File: src/rtl/sr_trigger_gen.sv
// Ultrasonic ranger transmit side: TRIG pulse, echo window supervision and inter-shot holdoff.
// Define SR_TRIG_CONT_MODE_EN for free-running shots; default build is single-shot on START.
module sr_trigger_gen #(
   parameter int unsigned CNT_W            = 16,
   parameter int unsigned TRIG_CYCLES      = 10,
   parameter int unsigned ECHO_WAIT_CYCLES = 1000,
   parameter int unsigned ECHO_MAX_CYCLES  = 38000,
   parameter int unsigned HOLDOFF_CYCLES   = 60000
) (
   input  logic clk,
   input  logic reset,
   input  logic start,
   input  logic sr_echo,
   output logic sr_trig,
   output logic busy,
   output logic echo_active,
   output logic done,
   output logic timeout
);

   typedef enum logic [2:0] {
      StIdle,
      StTrig,
      StWaitEcho,
      StEcho,
      StHoldoff
   } state_e;

   localparam logic [CNT_W-1:0] TrigLast = CNT_W'(TRIG_CYCLES - 1);
   localparam logic [CNT_W-1:0] WaitLast = CNT_W'(ECHO_WAIT_CYCLES - 1);
   localparam logic [CNT_W-1:0] EchoLast = CNT_W'(ECHO_MAX_CYCLES - 1);
   localparam logic [CNT_W-1:0] HoldLast = CNT_W'(HOLDOFF_CYCLES - 1);

   state_e           state_q;
   logic [CNT_W-1:0] cnt_q;
   logic [CNT_W-1:0] cnt_inc;
   logic             echo_meta_q;
   logic             echo_s_q;
   logic             sr_trig_q;
   logic             busy_q;
   logic             echo_active_q;
   logic             done_q;
   logic             timeout_q;

   // Saturating increment so a mis-sized counter can never wrap inside a state.
   assign cnt_inc = (&cnt_q) ? cnt_q : cnt_q + CNT_W'(1);

   always_ff @(posedge clk) begin
      if (reset) begin
         state_q       <= StIdle;
         cnt_q         <= '0;
         echo_meta_q   <= 1'b0;
         echo_s_q      <= 1'b0;
         sr_trig_q     <= 1'b0;
         busy_q        <= 1'b0;
         echo_active_q <= 1'b0;
         done_q        <= 1'b0;
         timeout_q     <= 1'b0;
      end else begin
         echo_meta_q <= sr_echo;
         echo_s_q    <= echo_meta_q;
         done_q      <= 1'b0;
         timeout_q   <= 1'b0;
         unique case (state_q)
            StIdle: begin
               if (start) begin
                  state_q   <= StTrig;
                  cnt_q     <= '0;
                  sr_trig_q <= 1'b1;
                  busy_q    <= 1'b1;
               end
            end
            StTrig: begin
               if (cnt_q == TrigLast) begin
                  state_q   <= StWaitEcho;
                  cnt_q     <= '0;
                  sr_trig_q <= 1'b0;
               end else begin
                  cnt_q <= cnt_inc;
               end
            end
            StWaitEcho: begin
               // A late echo on the deadline cycle still counts as a valid response.
               if (echo_s_q) begin
                  state_q       <= StEcho;
                  cnt_q         <= '0;
                  echo_active_q <= 1'b1;
               end else if (cnt_q == WaitLast) begin
                  state_q   <= StHoldoff;
                  cnt_q     <= '0;
                  timeout_q <= 1'b1;
               end else begin
                  cnt_q <= cnt_inc;
               end
            end
            StEcho: begin
               if (!echo_s_q) begin
                  state_q       <= StHoldoff;
                  cnt_q         <= '0;
                  echo_active_q <= 1'b0;
                  done_q        <= 1'b1;
               end else if (cnt_q == EchoLast) begin
                  state_q       <= StHoldoff;
                  cnt_q         <= '0;
                  echo_active_q <= 1'b0;
                  timeout_q     <= 1'b1;
               end else begin
                  cnt_q <= cnt_inc;
               end
            end
            StHoldoff: begin
               if (cnt_q == HoldLast) begin
                  cnt_q <= '0;
`ifdef SR_TRIG_CONT_MODE_EN
                  state_q   <= StTrig;
                  sr_trig_q <= 1'b1;
`else
                  state_q <= StIdle;
                  busy_q  <= 1'b0;
`endif
               end else begin
                  cnt_q <= cnt_inc;
               end
            end
            default: begin
               state_q <= StIdle;
               cnt_q   <= '0;
            end
         endcase
      end
   end

   assign sr_trig     = sr_trig_q;
   assign busy        = busy_q;
   assign echo_active = echo_active_q;
   assign done        = done_q;
   assign timeout     = timeout_q;

endmodule
File: config.mk
export PLATFORM = sky130hd
export DESIGN_NAME = sr_trigger_gen
export DESIGN_NICKNAME = d
export VERILOG_FILES = /design/src/rtl/sr_trigger_gen.sv
export SDC_FILE = /design/constraint.sdc
export NUM_CORES = 1
export LEC_CHECK = 0
export CELL_PAD_IN_SITES_DETAIL_PLACEMENT = 1
export CELL_PAD_IN_SITES_GLOBAL_PLACEMENT = 1
export CORE_UTILIZATION = 35
export CTS_CLUSTER_DIAMETER = 40
export CTS_CLUSTER_SIZE = 12
export DETAILED_ROUTE_END_ITERATION = 10
export GPL_TIMING_DRIVEN = 0
export PLACE_DENSITY = 0.74
export REMOVE_ABC_BUFFERS = 1
export SLEW_MARGIN = 20
export SYNTH_ARGS = -nofsm -noshare
export SYNTH_HDL_FRONTEND = slang
export SYNTH_SLANG_ARGS = --single-unit
File: constraint.sdc
create_clock -name clk -period 3.1 [get_ports clk]
set_input_delay 0.775 -clock clk [delete_from_list [all_inputs] [get_ports clk]]
set_output_delay 0.775 -clock clk [all_outputs]
set_load 0.005 [all_outputs]
# After elaboration in Yosys (flattened, before gate mapping)

Index checks and enable logic that the tools add are counted.

Add/subtract/negate cells: 1
Bitwise gates (word level): 1
Muxes and demuxes: 32
Equality and inequality tests: 14
Reduce and logical (&&, ||, !) cells: 10

Operator list:

| kind                                                               | count |
|---|---|
| 16-bit two-way mux                                                 | 8 |
| 16-bit case mux with 5 select lines                                | 1 |
| 16-bit == test (second input constant)                             | 2 |
| 3-bit two-way mux                                                  | 7 |
| 16-bit by 1-bit adder with 16-bit output (second input constant)   | 1 |
| 16-bit by 10-bit == test with 1-bit output (second input constant) | 1 |
| 16-bit by 4-bit == test with 1-bit output (second input constant)  | 1 |
| 16-bit AND reduction                                               | 1 |
| 3-bit case mux with 5 select lines                                 | 1 |
| 1-bit two-way mux                                                  | 11 |
| 3-bit AND reduction                                                | 3 |
| 2-bit inequality test (second input constant)                      | 4 |
| 1-bit case mux with 2 select lines                                 | 4 |
| 3-bit by 2-bit == test with 1-bit output (second input constant)   | 2 |
| 3-bit inequality test (second input constant)                      | 2 |
| 2-bit nonzero test                                                 | 3 |
| 5-bit AND reduction                                                | 1 |
| 3-bit by 1-bit == test with 1-bit output (second input constant)   | 1 |
| 3-bit == test (second input constant)                              | 1 |
| 3-bit logical NOT                                                  | 1 |
| 2-bit OR reduction                                                 | 1 |
| 1-bit NOT                                                          | 1 |

Bits of input ports: 4
Logic and storage cells: 67
Register bits after elaboration: 26
Output and inout bits: 5

# Longest topological paths before layout

Depth after elaboration: 5
Gate-level depth with buffers: 8
Depth with buffers taken out: 7

# Worst setup path after synthesis

OpenSTA, ideal clock, no wires.

Path kind: register to register
Start point: reg cnt_q[8]
End point: reg cnt_q[3]
Period minus slack after synthesis: 2.036 ns
Required time: 2.978 ns
Cell stages (with the launch flop): 8
Buffers on the path: 2
Setup time: 0.122 ns
Slack: 1.064 ns
Arrival: 1.914 ns
Cell sequence: dfxtp_1 -> buf_6 -> or4b_4 -> nor4b_4 -> o2bb2ai_2 -> o31ai_4 -> buf_6 -> a21oi_1

Cells in the longest elaborated chain, start to end: 5
Elaborated cells on any way between the ends: 13
Classes of those cells: eq/ne (4); mux (8); reduce/logical (1)

Ends and longest elaborated chain:

| element                                 | RTL line | source |
|---|---|---|
| start: declaration                      | 35       | `logic [CNT_W-1:0] cnt_q;` |
| start signal: assignment                | 79       | `cnt_q <= cnt_inc;` |
| start signal: assignment                | 93       | `cnt_q <= cnt_inc;` |
| start signal: assignment                | 108      | `cnt_q <= cnt_inc;` |
| 16-bit AND reduction                    | 46       | `assign cnt_inc = (&cnt_q) ? cnt_q : cnt_q + CNT_W'(1);` |
| 16-bit two-way mux                      | 46       |  |
| 16-bit two-way mux (on tied branches)   | 102, 88  |  |
| 16-bit two-way mux (on tied branches)   | 97, 84   |  |
| 16-bit case mux with 5 select lines (*) | 64       | `unique case (state_q)` |

Every way passes the cells marked *; elsewhere a longest branch is shown, timed or not.
A chain may end at the register's enable or synchronous reset.

# Worst setup path after layout

Start point: reg cnt_q[10]
End point: reg cnt_q[5]

The elaborated chain is that of the path after synthesis.

==> impl_results.md <==
* Status: finished, final reports clean
* Slew Limit Fails at 0
* Core Area at 4120 um^2
* Antenna Nets Post-Route at 0
* Share of layout cells above drive strength 1 at 5.82%
* Drt drc at 0
* Pwr dens at 371 nW/um^2
* End of the worst hold path: echo_s_q
* Hold Path Depth at 1
* Row count at 23
* Fill count at 501
* Skew-Pair Late Insertion Delay at 280 ps
* LEAKAGE at 0.532 nW
* Overflow after GRT at 0
* Crit path arrival time at 2570 ps
* Commonest cells after routing, fill and taps aside: dfxtp_1, nor2_1, nand2_1, a21oi_1
* Buf+Inv Stages, Crit Path at 0
* Setup repair bufs after CTS at 0
* Worst-path fanout max at 12
* Max rail drop VDD at 147 uV
* Final HPWL DP at 3010 um
* Final period util at 78.3%
* Startpoint Class: register
* Routability congestion estimate at 0.893
* Worst-margin pin slew at 839 ps
* Register-to-register path setup slack at 670 ps
* First-pass GRT wire length at 6590 um
* Number of synthesized register bits at 26
* Post-CTS sizing at 0
* Post-route insts no fill at 239
* Logic pwr share at 8.4%
* Reg2reg path depth at 5
* H-Tree Depth at 1
* Clock power frac at 36.0%
* Sequential Power Share at 55.5%
* Min cycle time layout at 2430 ps
* Critical path endpoint category: register
* RSZ-0062 raised after global routing: no
* Vias in the first global route at 1431
* Die ar. at 4680 um^2
* Slew margin rel. at 43.6%
* Final Net Count at 196
* Detailed Routing Iterations Pass 1 at 4
* Worst EP required at 3250 ps
* Clock sinks at 26
* Root buffer selected by CTS: clkbuf_8
* Ys flop type: dfxtp_1
* Hold Buf Count CTS at 0
* Die Y at 68.4 um
* Port Buffers at 8
* Asr flop ratio synth at 0%
* NetSw at 0.152 mW
* Setup Viol. Count Final at 0
* R2R Path Start: cnt_q[10]
* Cells after Synth at 187
* Initial DRC count at 50
* Commonest non-fill, non-tap cell in the layout: dfxtp_1
* Largest net degree at the start of global routing at 15
* Reg-to-Reg End: cnt_q[5]
* Post-synth EDFFs at 0
* Tot GR Track Use at 19.1%
* Critical path class: register to register
* Critical path's slowest cell: o31ai_4
* CP cell instances: or4b_4, nor4b_4, o2bb2ai_2, o31ai_4, nor2_1
* Final hold vios at 0
* Antenna cells at 0
* CTS tree: done
* Wirelength, routed at 4040 um
* Die Width at 68.4 um
* Inst Count DP at 235
* Clock buffer depth at 2
* Total negative slack at 0 ps
* I/O Pins at 9
* Vias at 1461
* WL per Instance at 16.9 um
* Skew final at 8.64 ps
* Total CTS buffers at 3
* Initial Util at 37.5%
* Initial antenna violation count at 0
* Highest clock rate at 412 MHz
* CP peak stage delay at 570 ps
* Internal power at 0.475 mW
* Clock-pin slew of the registers on the worst-case setup and hold paths at 100 ps
* Cell family with the largest share of critical-path delay: simple AND/OR/NAND/NOR gates
* Syn. warnings at 0
* Via density at 6.11
* Switch share at 24.2%
* Max-capacitance violation count at 0
* Avg Inst Size Synth at 8.25 um^2
* Post-synth design cell area at 1540 um^2
* Synth cell types at 46
* Worst Hold Class: register to register
* Area delta synth->final at 9.65%
* Post-synthesis sequential area ratio at 33.7%
* Worst Hold Launch: echo_meta_q
cell families after synthesis:
family          count (synthesis)  share of synthesized area, %
compound gates                 41                          19.3
flops                          26                          33.7
buf+inv                        16                          5.03
mux                             1                         0.649
simple gates                   92                          34.5
fa+ha+maj                       2                          1.62
xor+xnor                        9                          5.11
area by class of cell:
class	count	area (um^2)	area share, %
multi-input cells	145	951	56.2
flip-flops and latches	26	520	30.8
repair buffers	8	80.1	4.73
well taps	50	62.6	3.70
clock buffers	4	55.1	3.25
inverters	6	22.5	1.33
flip-flops by register name, summed over array words and instances, names as in the netlist:
register,cells
done,1
sr_trig,1
echo_meta_q,1
timeout,1
echo_active,1
echo_s_q,1
cnt_q,16
busy,1
state_q,3
through the flow:
step                area (um^2)  utilization [%]  hold WS [ps]  power, mW  setup slack (ps)
detailed placement         1640             39.8           436      0.409               510
finish                     1690             41.1           458      0.628               674
CTS                        1690             41.1           463      0.638               663
global placement           1630             39.6           436      0.406               142
global route               1690             41.1           477      0.654               547
floorplan                  1490                -           414      0.385              1070
synthesized netlist by cell type (3+ instances only):
| master | n | area (um^2) |
|---|---|---|
| xnor2_1 | 4 | 35.0 |
| nor3_1 | 3 | 15.0 |
| nor2_1 | 24 | 90.1 |
| and3_1 | 3 | 18.8 |
| nand2_1 | 14 | 52.6 |
| clkbuf_1 | 6 | 22.5 |
| o21ai_0 | 8 | 40.0 |
| nor2b_1 | 4 | 25.0 |
| and4_1 | 5 | 43.8 |
| o221ai_1 | 3 | 26.3 |
| dfxtp_1 | 26 | 521 |
| inv_1 | 6 | 22.5 |
| nand4_1 | 7 | 43.8 |
| o211ai_1 | 4 | 30.0 |
| a21oi_1 | 10 | 50.1 |
| nor3b_1 | 4 | 30.0 |
| xor2_1 | 5 | 43.8 |
| nor4_1 | 7 | 43.8 |
| nand3_1 | 7 | 35.0 |
| or3_1 | 3 | 18.8 |
layer usage:
layer	GRT usage, %	vias to the layer above	wire (um)
met5	0	-	0
met4	8.59	0	71
met3	2.50	7	132
met2	33.3	31	2010
met1	23.1	723	1830
li1	-	700	-
worst max-delay path by stage:
stage / from / end / slack, ps / cells after the start
after floorplan: start / cnt_q[10] / 1070 / 5
after global placement: start / cnt_q[10] / 140 / 6
after detailed placement: start / cnt_q[10] / 510 / 6
after CTS: cnt_q[10] / cnt_q[5] / 660 / 5
after global routing: cnt_q[10] / cnt_q[12] / 550 / 5
final: cnt_q[10] / cnt_q[5] / 670 / 5
power groups by stage:
stage,Clock [mW],Combinational [mW],Sequential [mW]
after CTS,0.235,0.0534,0.349
final,0.226,0.0530,0.348
after global placement,0,0.0506,0.355
after detailed placement,0,0.0529,0.356
after global routing,0.245,0.0584,0.350
after floorplan,0,0.0308,0.354
No activity file was read; power rests on OpenSTA's default activity.
